### src/rtl/riscv_pkg.sv
// Shared types for the multicycle RV64 control path: opcodes, FSM states,
// datapath select encodings and the per-state control word decoder.
package riscv_pkg;

    localparam logic [6:0] OP_LD    = 7'b0000011;
    localparam logic [6:0] OP_SD    = 7'b0100011;
    localparam logic [6:0] OP_BEQ   = 7'b1100011;
    localparam logic [6:0] OP_RTYPE = 7'b0110011;

    typedef enum logic [3:0] {
        ST_FETCH     = 4'd0,
        ST_DECODE    = 4'd1,
        ST_MEM_ADDR  = 4'd2,
        ST_MEM_READ  = 4'd3,
        ST_MEM_WB    = 4'd4,
        ST_MEM_WRITE = 4'd5,
        ST_EXECUTE   = 4'd6,
        ST_ALU_WB    = 4'd7,
        ST_BRANCH    = 4'd8,
        ST_TRAP      = 4'd9
    } ctrl_state_t;

    typedef enum logic [1:0] {
        ALU_ADD   = 2'b00,
        ALU_SUB   = 2'b01,
        ALU_FUNCT = 2'b10
    } alu_op_t;

    typedef enum logic [1:0] {
        SRC_A_PC    = 2'b00,
        SRC_A_OLDPC = 2'b01,
        SRC_A_REG   = 2'b10
    } src_a_t;

    typedef enum logic [1:0] {
        SRC_B_REG  = 2'b00,
        SRC_B_FOUR = 2'b01,
        SRC_B_IMM  = 2'b10
    } src_b_t;

    // fetch/branch mark the states whose PC enable is gated by an input
    typedef struct packed {
        logic    mem_req;
        logic    mem_we;
        logic    iord;
        logic    fetch;
        logic    branch;
        logic    pc_src;
        src_a_t  src_a;
        src_b_t  src_b;
        alu_op_t alu_op;
        logic    reg_write;
        logic    mem_to_reg;
        logic    halted;
    } ctrl_word_t;

    function automatic ctrl_word_t ctrl_decode(input ctrl_state_t state);
        ctrl_word_t w;
        w = '0;
        case (state)
            ST_FETCH: begin
                w.mem_req = 1'b1;
                w.fetch   = 1'b1;
                w.src_a   = SRC_A_PC;
                w.src_b   = SRC_B_FOUR;
                w.alu_op  = ALU_ADD;
            end
            ST_DECODE: begin
                w.src_a  = SRC_A_OLDPC;
                w.src_b  = SRC_B_IMM;
                w.alu_op = ALU_ADD;
            end
            ST_MEM_ADDR: begin
                w.src_a  = SRC_A_REG;
                w.src_b  = SRC_B_IMM;
                w.alu_op = ALU_ADD;
            end
            ST_MEM_READ: begin
                w.mem_req = 1'b1;
                w.iord    = 1'b1;
            end
            ST_MEM_WB: begin
                w.reg_write  = 1'b1;
                w.mem_to_reg = 1'b1;
            end
            ST_MEM_WRITE: begin
                w.mem_req = 1'b1;
                w.iord    = 1'b1;
                w.mem_we  = 1'b1;
            end
            ST_EXECUTE: begin
                w.src_a  = SRC_A_REG;
                w.src_b  = SRC_B_REG;
                w.alu_op = ALU_FUNCT;
            end
            ST_ALU_WB: begin
                w.reg_write = 1'b1;
            end
            ST_BRANCH: begin
                w.branch = 1'b1;
                w.pc_src = 1'b1;
                w.src_a  = SRC_A_REG;
                w.src_b  = SRC_B_REG;
                w.alu_op = ALU_SUB;
            end
            ST_TRAP: begin
                w.halted = 1'b1;
            end
            default: begin
                w = '0;
            end
        endcase
        return w;
    endfunction

endpackage

### src/rtl/multicycle_ctrl_if.sv
// Shared instruction/data memory request handshake between the controller
// and the memory port.
interface multicycle_ctrl_if;
    logic mem_req;
    logic mem_we;
    logic iord;
    logic mem_ready;

    modport master (output mem_req, output mem_we, output iord, input mem_ready);
    modport slave  (input mem_req, input mem_we, input iord, output mem_ready);
endinterface

### src/rtl/retire_counter.sv
// Retired-instruction counter: async reset, wraps to zero on overflow.
module retire_counter #(
    parameter int WIDTH = 32
) (
    input  logic             clk,
    input  logic             reset,
    input  logic             en,
    output logic [WIDTH-1:0] count
);

    logic [WIDTH-1:0] count_r;

    // Count one per enabled cycle; natural overflow provides the wrap.
    always_ff @(posedge clk or posedge reset) begin
        if (reset) begin
            count_r <= '0;
        end else if (en) begin
            count_r <= count_r + {{(WIDTH-1){1'b0}}, 1'b1};
        end else begin
            count_r <= count_r;
        end
    end

    assign count = count_r;

endmodule

### src/rtl/multicycle_ctrl.sv
// Moore control FSM for the multicycle RV64 datapath (ld/sd/beq/R-type),
// with memory handshake, branch resolution, illegal-opcode trap and retire count.
module multicycle_ctrl
    import riscv_pkg::*;
#(
    parameter int CNT_WIDTH = 32
) (
    input  logic                 clk,
    input  logic                 reset,
    multicycle_ctrl_if.master    mem,
    input  logic [6:0]           opcode,
    input  logic                 zero,
    output logic                 ir_write,
    output logic                 pc_en,
    output logic                 pc_src,
    output logic [1:0]           alu_src_a,
    output logic [1:0]           alu_src_b,
    output logic [1:0]           alu_op,
    output logic                 reg_write,
    output logic                 mem_to_reg,
    output logic                 halted,
    output logic [CNT_WIDTH-1:0] retired
);

    ctrl_state_t state_r;
    ctrl_state_t state_next_s;
    ctrl_word_t  ctrl_r;
    ctrl_word_t  ctrl_s;
    logic        retire_s;

    // Next-state selection; mem_ready only matters in the request states.
    always_comb begin
        state_next_s = state_r;
        case (state_r)
            ST_FETCH: begin
                if (mem.mem_ready) state_next_s = ST_DECODE;
                else               state_next_s = ST_FETCH;
            end
            ST_DECODE: begin
                case (opcode)
                    OP_LD, OP_SD: state_next_s = ST_MEM_ADDR;
                    OP_RTYPE:     state_next_s = ST_EXECUTE;
                    OP_BEQ:       state_next_s = ST_BRANCH;
                    default:      state_next_s = ST_TRAP;
                endcase
            end
            ST_MEM_ADDR: begin
                if (opcode == OP_LD) state_next_s = ST_MEM_READ;
                else                 state_next_s = ST_MEM_WRITE;
            end
            ST_MEM_READ: begin
                if (mem.mem_ready) state_next_s = ST_MEM_WB;
                else               state_next_s = ST_MEM_READ;
            end
            ST_MEM_WRITE: begin
                if (mem.mem_ready) state_next_s = ST_FETCH;
                else               state_next_s = ST_MEM_WRITE;
            end
            ST_MEM_WB:  state_next_s = ST_FETCH;
            ST_EXECUTE: state_next_s = ST_ALU_WB;
            ST_ALU_WB:  state_next_s = ST_FETCH;
            ST_BRANCH:  state_next_s = ST_FETCH;
            ST_TRAP:    state_next_s = ST_TRAP;
            default:    state_next_s = ST_TRAP;
        endcase
    end

    // State and its control word are registered together from the next state.
    always_ff @(posedge clk or posedge reset) begin
        if (reset) begin
            state_r <= ST_FETCH;
            ctrl_r  <= ctrl_decode(ST_FETCH);
        end else begin
            state_r <= state_next_s;
            ctrl_r  <= ctrl_decode(state_next_s);
        end
    end

    // The word already holds FETCH during reset, so reset itself masks it to zero.
    always_comb begin
        if (reset) begin
            ctrl_s = '0;
        end else begin
            ctrl_s = ctrl_r;
        end
    end

    assign retire_s = (state_r == ST_MEM_WB) || (state_r == ST_ALU_WB) ||
                      (state_r == ST_BRANCH) ||
                      ((state_r == ST_MEM_WRITE) && mem.mem_ready);

    retire_counter #(
        .WIDTH (CNT_WIDTH)
    ) u_retire (
        .clk   (clk),
        .reset (reset),
        .en    (retire_s),
        .count (retired)
    );

    assign mem.mem_req = ctrl_s.mem_req;
    assign mem.mem_we  = ctrl_s.mem_we;
    assign mem.iord    = ctrl_s.iord;
    assign ir_write    = ctrl_s.fetch & mem.mem_ready;
    assign pc_en       = (ctrl_s.fetch & mem.mem_ready) | (ctrl_s.branch & zero);
    assign pc_src      = ctrl_s.pc_src;
    assign alu_src_a   = ctrl_s.src_a;
    assign alu_src_b   = ctrl_s.src_b;
    assign alu_op      = ctrl_s.alu_op;
    assign reg_write   = ctrl_s.reg_write;
    assign mem_to_reg  = ctrl_s.mem_to_reg;
    assign halted      = ctrl_s.halted;

endmodule

### src/flat_wrapper.sv
// flat-port wrapper written by rule: the top's interface ports become plain ports
module multicycle_ctrl_flat import riscv_pkg::*;
#(
    parameter int CNT_WIDTH = 32
)
  (clk, reset, opcode, zero, ir_write, pc_en, pc_src, alu_src_a, alu_src_b, alu_op, reg_write, mem_to_reg, halted, retired, mem_mem_req, mem_mem_we, mem_iord, mem_mem_ready);
  multicycle_ctrl_if mem_i ();
  input  logic clk;
  input  logic reset;
  input  logic [6:0] opcode;
  input  logic zero;
  output logic ir_write;
  output logic pc_en;
  output logic pc_src;
  output logic [1:0] alu_src_a;
  output logic [1:0] alu_src_b;
  output logic [1:0] alu_op;
  output logic reg_write;
  output logic mem_to_reg;
  output logic halted;
  output logic [CNT_WIDTH-1:0] retired;
  output wire logic [$bits(mem_i.mem_req)-1:0] mem_mem_req;
  output wire logic [$bits(mem_i.mem_we)-1:0] mem_mem_we;
  output wire logic [$bits(mem_i.iord)-1:0] mem_iord;
  input wire logic [$bits(mem_i.mem_ready)-1:0] mem_mem_ready;
  assign mem_mem_req = mem_i.mem_req;
  assign mem_mem_we = mem_i.mem_we;
  assign mem_iord = mem_i.iord;
  assign mem_i.mem_ready = mem_mem_ready;
  multicycle_ctrl #(.CNT_WIDTH(CNT_WIDTH)) u_core (.clk(clk), .reset(reset), .mem(mem_i), .opcode(opcode), .zero(zero), .ir_write(ir_write), .pc_en(pc_en), .pc_src(pc_src), .alu_src_a(alu_src_a), .alu_src_b(alu_src_b), .alu_op(alu_op), .reg_write(reg_write), .mem_to_reg(mem_to_reg), .halted(halted), .retired(retired));
endmodule
### config.mk
export PLATFORM = sky130hd
export DESIGN_NAME = multicycle_ctrl_flat
export DESIGN_NICKNAME = d
export VERILOG_FILES = /design/src/rtl/riscv_pkg.sv /design/src/rtl/multicycle_ctrl_if.sv /design/src/rtl/retire_counter.sv /design/src/rtl/multicycle_ctrl.sv /design/src/flat_wrapper.sv
export SDC_FILE = /design/constraint.sdc
export NUM_CORES = 1
export LEC_CHECK = 0
export ABC_CLOCK_PERIOD_IN_PS = 2400
export CAP_MARGIN = 20
export CORE_MARGIN = 2
export CORE_UTILIZATION = 30
export DETAILED_ROUTE_END_ITERATION = 16
export GPL_TIMING_DRIVEN = 0
export HOLD_SLACK_MARGIN = 0.15
export PLACE_DENSITY_LB_ADDON = 0.25
export RECOVER_POWER = 50
export SYNTH_ARGS = -nofsm -noshare
export SYNTH_HDL_FRONTEND = slang
export SYNTH_HIERARCHICAL = 1
export SYNTH_SLANG_ARGS = --single-unit
### constraint.sdc
create_clock -name clk -period 2.4 [get_ports clk]
set_clock_uncertainty 0.15 [all_clocks]
set_input_delay 0.24 -clock clk [delete_from_list [all_inputs] [get_ports clk]]
set_output_delay 0.24 -clock clk [all_outputs]
set_load 0.05 [all_outputs]
# [Yosys cells after proc, flatten, opt, wreduce, memory -nomap -nowiden]
# Cells that the tools add are included.
[totals] reg_bits=51
[classes] add_sub_neg=1 n_eq_ne=21 n_bitwise=3 mux=16 n_reduce_logical=11
[op_table] operator="adder 32 x 1 -> 32 bit (second input constant)" n=1
[op_table] operator="== test 4 x 3 -> 1 bit (second input constant)" n=8
[op_table] operator="one-hot mux 6 bit (5 select lines)" n=1
[op_table] operator="one-hot mux 4 bit (7 select lines)" n=1
[op_table] operator="== test 4 x 2 -> 1 bit (second input constant)" n=4
[op_table] operator="2-to-1 mux 15 bit" n=1
[op_table] operator="== test 7 x 6 -> 1 bit (second input constant)" n=2
[op_table] operator="== test 4 bit (second input constant)" n=3
[op_table] operator="one-hot mux 4 bit (3 select lines)" n=1
[op_table] operator="2-to-1 mux 3 bit" n=3
[op_table] operator="== test 4 x 1 -> 1 bit (second input constant)" n=2
[op_table] operator="logical NOT 4 bit" n=2
[op_table] operator="2-to-1 mux 1 bit" n=8
[op_table] operator="== test 7 x 2 -> 1 bit (second input constant)" n=1
[op_table] operator="== test 7 bit (second input constant)" n=1
[op_table] operator="OR reduction 2 bit" n=3
[op_table] operator="OR reduction 3 bit" n=2
[op_table] operator="logical OR 1 bit" n=3
[op_table] operator="AND 1 bit" n=2
[op_table] operator="2-to-1 mux 2 bit" n=1
[op_table] operator="logical AND 1 bit" n=1
[op_table] operator="OR 1 bit" n=1

# [Depth between registers and ports, before layout]
[logic_depth] word_depth=7 depth_mapped=8 depth_no_buf=7

# [Hierarchy]
# The synthesis kept the hierarchy.
[by_module_without_submodules] mod="retire_counter" seq_area_each_um2=800.8 area_each_um2=1510.2 cells_each=126 instances=1
[by_module_without_submodules] mod="multicycle_ctrl" seq_area_each_um2=427.9 area_each_um2=982.2 cells_each=102 instances=1

# [Worst setup path before layout]
# No wires, ideal clock.
[synth_path] path_type="register to output" start="register u_core/ctrl_r[11] in the netlist's numbering" end="output port pc_en" arrival_ns=2.200 stages_incl_launch_ff=4 setup_slack_ns=-0.190 cell_sequence="dfstp_2 nor2b_1 and2_1 a21o_1"
[synth_via] elab_chain_len=3
[synth_lines] element="start, declared" line="multicycle_ctrl.sv:27" text="ctrl_word_t ctrl_r;"
[synth_lines] element="start signal, assigned" line="multicycle_ctrl.sv:72" text="ctrl_r <= ctrl_decode(ST_FETCH);"
[synth_lines] element="start signal, assigned" line="multicycle_ctrl.sv:75" text="ctrl_r <= ctrl_decode(state_next_s);"
[synth_lines] element="2-to-1 mux 15 bit" line="multicycle_ctrl.sv:81" text="if (reset) begin"
[synth_lines] element="AND 1 bit"
[synth_lines] element="net ir_write" line="flat_wrapper.sv:12" text="output logic ir_write;"
[synth_lines] element="OR 1 bit" line="multicycle_ctrl.sv:105" text="assign pc_en = (ctrl_s.fetch & mem.mem_ready) | (ctrl_s.branch & zero);"
[synth_lines] element="end, declared" line="flat_wrapper.sv:13" text="output logic pc_en;"
# The timed path passes the listed nets, and every way through them passes these cells.

# [Worst setup path after layout]
[layout_path] start="register u_core/ctrl_r[11] in the netlist's numbering" end="output port ir_write"
[layout_via] elab_chain_len=2
[layout_lines] element="2-to-1 mux 15 bit" line="multicycle_ctrl.sv:81"
[layout_lines] element="AND 1 bit" line="multicycle_ctrl.sv:104" text="assign ir_write = ctrl_s.fetch & mem.mem_ready;"
[layout_lines] element="end, declared" line="flat_wrapper.sv:12"
# Every way passes these cells.

==> impl_summary.txt <==
----------------------------------------------------
[Drt]
  Violation count after the first detailed-route iteration ... 55
  Initial DRT Pass Iterations ... 4
  Routed vias/inst ... 4.76
  Antenna viol nets, final ... 0
  Wirelength, routed ... 5310 um
  Total via count in the routed design ... 1912
  Post-route DRC ... 0
  Routed wire length per instance ... 13.2 um

[Timing]
  Worst slew margin ... 20.5%
  Final setup viols ... 0
  Shortest clock period the worst path allows after layout ... around 2.3 ns
  Fmax achieved ... 436 MHz
  Slew Limit Fails ... 0
  Portion of the clock cycle consumed by the worst path in the final layout ... 95.6%
  Number of hold violations in the final report ... 0
  Transition time at the pin with the least slew margin ... approximately 1.2 ns
  Summed negative setup slack over all endpoints ... 0 ns

[Clock network]
  Clock network latency to the later pin of the worst-skew pair ... 0.29 ns
  CTS tree ... yes
  Maximum buffer depth of the clock tree ... 2
  Sinks on Clock Net ... 49
  Clock slew seen by the registers of the worst setup and hold paths ... 0.09 ns
  Number of clock buffers inserted by TritonCTS ... 5
  Post-cts hold buffer count ... 0
  CTS Root Cell ... sky130_fd_sc_hd__clkbuf_8
  Depth of the CTS H-tree ... 2

[Worst setup path]
  Reg2reg path depth ... 7
  Startpoint of the most critical register-to-register path ... u_core/state_r[0]$_DFF_PP0_
  Capturing element type of the critical path ... primary output
  Reg-to-reg endpoint ... u_core/u_retire/count[27]$_DFFE_PP0P_
  Setup Crit Path Kind ... reg -> out
  Crit Path Max Fanout ... 2
  Worst path required time ... 2.01 ns
  Flop-to-flop setup slack ... ~0.14 ns
  Worst setup SP type ... register
  Arr. time, crit path ... 1.90 ns

[Placement]
  Total placed instance area ... approximately 3200 um2
  Detailed placement HPWL ... roughly 4000 um
  RD Place Congestion ... around 0.73
  IO Port Bufs ... 57

[Finish]
  Share of layout cells above drive strength 1 ... 14.8%
  Cell area after layout ... 3400 um2
  Area growth from synthesis to layout ... 36.5%
  Diode count ... 0
  Nets ... 308
  # fillers ... 796

[Synthesis]
  Post-Synthesis Net Count ... 240
  Syn Area/Cell ... between 10 and 15 um2
  Cell type with the highest aggregate area in the netlist ... sky130_fd_sc_hd__dfrtp_1
  Area share of the leading cell type in the synthesized netlist ... 47.2%
  Synthesis Warnings ... 6
  Synthesized flop and latch total ... 49
  Count of mapped cells out of synthesis ... 228
  Top-count cell post-synth ... sky130_fd_sc_hd__dfrtp_1
  Area of the mapped netlist ... 2490 um2
  Unique cell type count in the Yosys netlist ... 54
  Most common library cells after synthesis ... sky130_fd_sc_hd__dfrtp_1 (47), sky130_fd_sc_hd__nand2_1 (18), sky130_fd_sc_hd__xor2_1 (18)
  Count of flip-flops with a built-in enable after synthesis ... 0
  Top flip-flop cell by instance count after synthesis ... sky130_fd_sc_hd__dfrtp_1
  Area contributors post-synth ... sky130_fd_sc_hd__dfrtp_1 (47%), sky130_fd_sc_hd__xor2_1 (6.3%), sky130_fd_sc_hd__xnor2_1 (4.9%), sky130_fd_sc_hd__nor2b_1 (3.8%), sky130_fd_sc_hd__nand2_1 (2.7%)
  Share of async-settable or async-resettable flops after synthesis ... 100%
  Seq/Total Area, Yosys ... between 40% and 50%

[Die]
  Area of the die ... 9050 um2
  Starting utilization of the core area ... 30.6%
  Num rows ... 33
  Height of the die ... 95.2 um
  Core box area ... 8130 um2
  Die Wd ... 95.2 um
  Ports placed on the boundary ... 58

[Run status]
  Outcome ... completed

[Worst hold path]
  Min-delay worst type ... in -> reg
  Hold Path Depth ... 3
  Startpoint of the most critical hold path ... mem_mem_ready
  Hold EP ... u_core/ctrl_r[1]$_DFF_PP0_

[Global routing]
  Overall overflow remaining after global route ... 0
  Maximum number of pins on one net before global-route repair ... 22
  Antenna violations before repair ... 0
  Vias in the first global route ... 1836
  Global-route usage over all layers ... 12.5%
  First-pass GRT wire length ... 9080 um

[Power and ir drop]
  Cell leakage power ... 0.00159 uW
  Power Dens Cells ... approximately 760 nW/um2
  IR Drop Worst-Case VDD ... 0.386 mV

[Job]
  Number of max-cap violations ... 0

----------------------------------------------------
layer usage:
layer  track usage (%)  vias to the layer above  routed length [um]
met5                 0                        -                   0
met4              2.90                        0                  53
met3              2.77                        4                 178
met2              19.8                       31                2520
met1              17.4                      941                2550
li1                  -                      936                   -
registers in the layout, indices dropped and copies added (netlist names):
register               count
u_core/state_r             4
u_core/ctrl_r             13
u_core/u_retire/count     32
cell type report:
class	count	area (um2)	area share, %
plain buffers	6	46.3	1.36
clock buffers	6	72.6	2.13
clock inverters	2	38.8	1.14
inverters	9	33.8	0.993
multi-input cells	163	1250	36.7
flip-flops and latches	49	1230	36.2
well taps	105	131	3.86
repair buffers	62	598	17.6
placed cells by master, fill, tap and decap left out, types with 3 or more instances in the layout:
master	n
sky130_fd_sc_hd__and3_1	3
sky130_fd_sc_hd__xnor2_1	14
sky130_fd_sc_hd__dfrtp_2	3
sky130_fd_sc_hd__nor3_1	10
sky130_fd_sc_hd__nand4_1	4
sky130_fd_sc_hd__inv_1	9
sky130_fd_sc_hd__nand2b_1	3
sky130_fd_sc_hd__dfrtp_1	44
sky130_fd_sc_hd__nor2_1	10
sky130_fd_sc_hd__o21ai_0	4
sky130_fd_sc_hd__buf_4	6
sky130_fd_sc_hd__and4_1	3
sky130_fd_sc_hd__clkdlybuf4s50_1	46
sky130_fd_sc_hd__nand3_1	10
sky130_fd_sc_hd__dlygate4sd2_1	9
sky130_fd_sc_hd__and2_1	3
sky130_fd_sc_hd__clkbuf_1	3
sky130_fd_sc_hd__xor2_1	18
sky130_fd_sc_hd__nor4_4	4
sky130_fd_sc_hd__clkbuf_8	5
sky130_fd_sc_hd__and4_4	3
sky130_fd_sc_hd__nand2_1	18
sky130_fd_sc_hd__nor3b_1	3
sky130_fd_sc_hd__nor2b_1	14
power by group:
part	switching [uW]	total, uW	internal [uW]
logic	585	959	374
clock network	272	585	313
registers	91.2	1040	950
total	949	2590	1640
repair_timing:
action | 4_1_cts | 5_1_grt
endpoints found under the hold margin | 0 | 0
gates resized for setup | 16 | 11
endpoints found under the setup margin | 32 | 18
pin swaps | 1 | 2
buffers inserted | 2 | 2
worst max path at each step:
stage | from | to | slack [ns] | cells past startpoint
after global placement | mem_mem_ready | u_core/u_retire/count[25]$_DFFE_PP0P_ | -0.48 | 8
after global routing | u_core/state_r[0]$_DFF_PP0_ | u_core/u_retire/count[27]$_DFFE_PP0P_ | -0.01 | 7
after floorplan | u_core/state_r[1]$_DFF_PP0_ | u_core/u_retire/count[25]$_DFFE_PP0P_ | 0.02 | 7
after CTS | u_core/ctrl_r[11]$_DFF_PP1_ | pc_en | 0.01 | 4
final | u_core/ctrl_r[11]$_DFF_PP1_ | ir_write | 0.11 | 3
after detailed placement | mem_mem_ready | u_core/u_retire/count[25]$_DFFE_PP0P_ | -0.50 | 8
worst max-delay path: stages, from the launching register on:
cell	delay, ns
sky130_fd_sc_hd__dfstp_2	0.52
sky130_fd_sc_hd__nor2b_2	0.12
sky130_fd_sc_hd__and2_1	0.16
sky130_fd_sc_hd__clkdlybuf4s50_1	0.80
stage by stage:
stage / cells / utilization, % / worst slack, ns / total power, uW / hold slack, ns
after CTS: 400 / 41.5 / 0.0109 / 2600 / 0.325
after global placement: 390 / 39.4 / -0.478 / 1950 / 0.305
after global routing: 402 / 41.8 / -0.0134 / 2730 / 0.251
final: 402 / 41.8 / 0.106 / 2590 / 0.225
after floorplan: 228 / - / 0.0243 / 1690 / 0.206
after detailed placement: 391 / 39.7 / -0.502 / 1970 / 0.312
cells by family after synthesis:
group / after synthesis / share of synthesized area (%)
AOI/OAI and AO/OA: 19 / 5.62
adders and majority gates: 2 / 0.904
buffers and inverters: 16 / 3.16
xor gates and xnor gates: 32 / 11.2
and+or+nand+nor: 108 / 28.9
muxes: 2 / 0.853
DFF: 49 / 49.3
(Power assumes the default switching activity.)
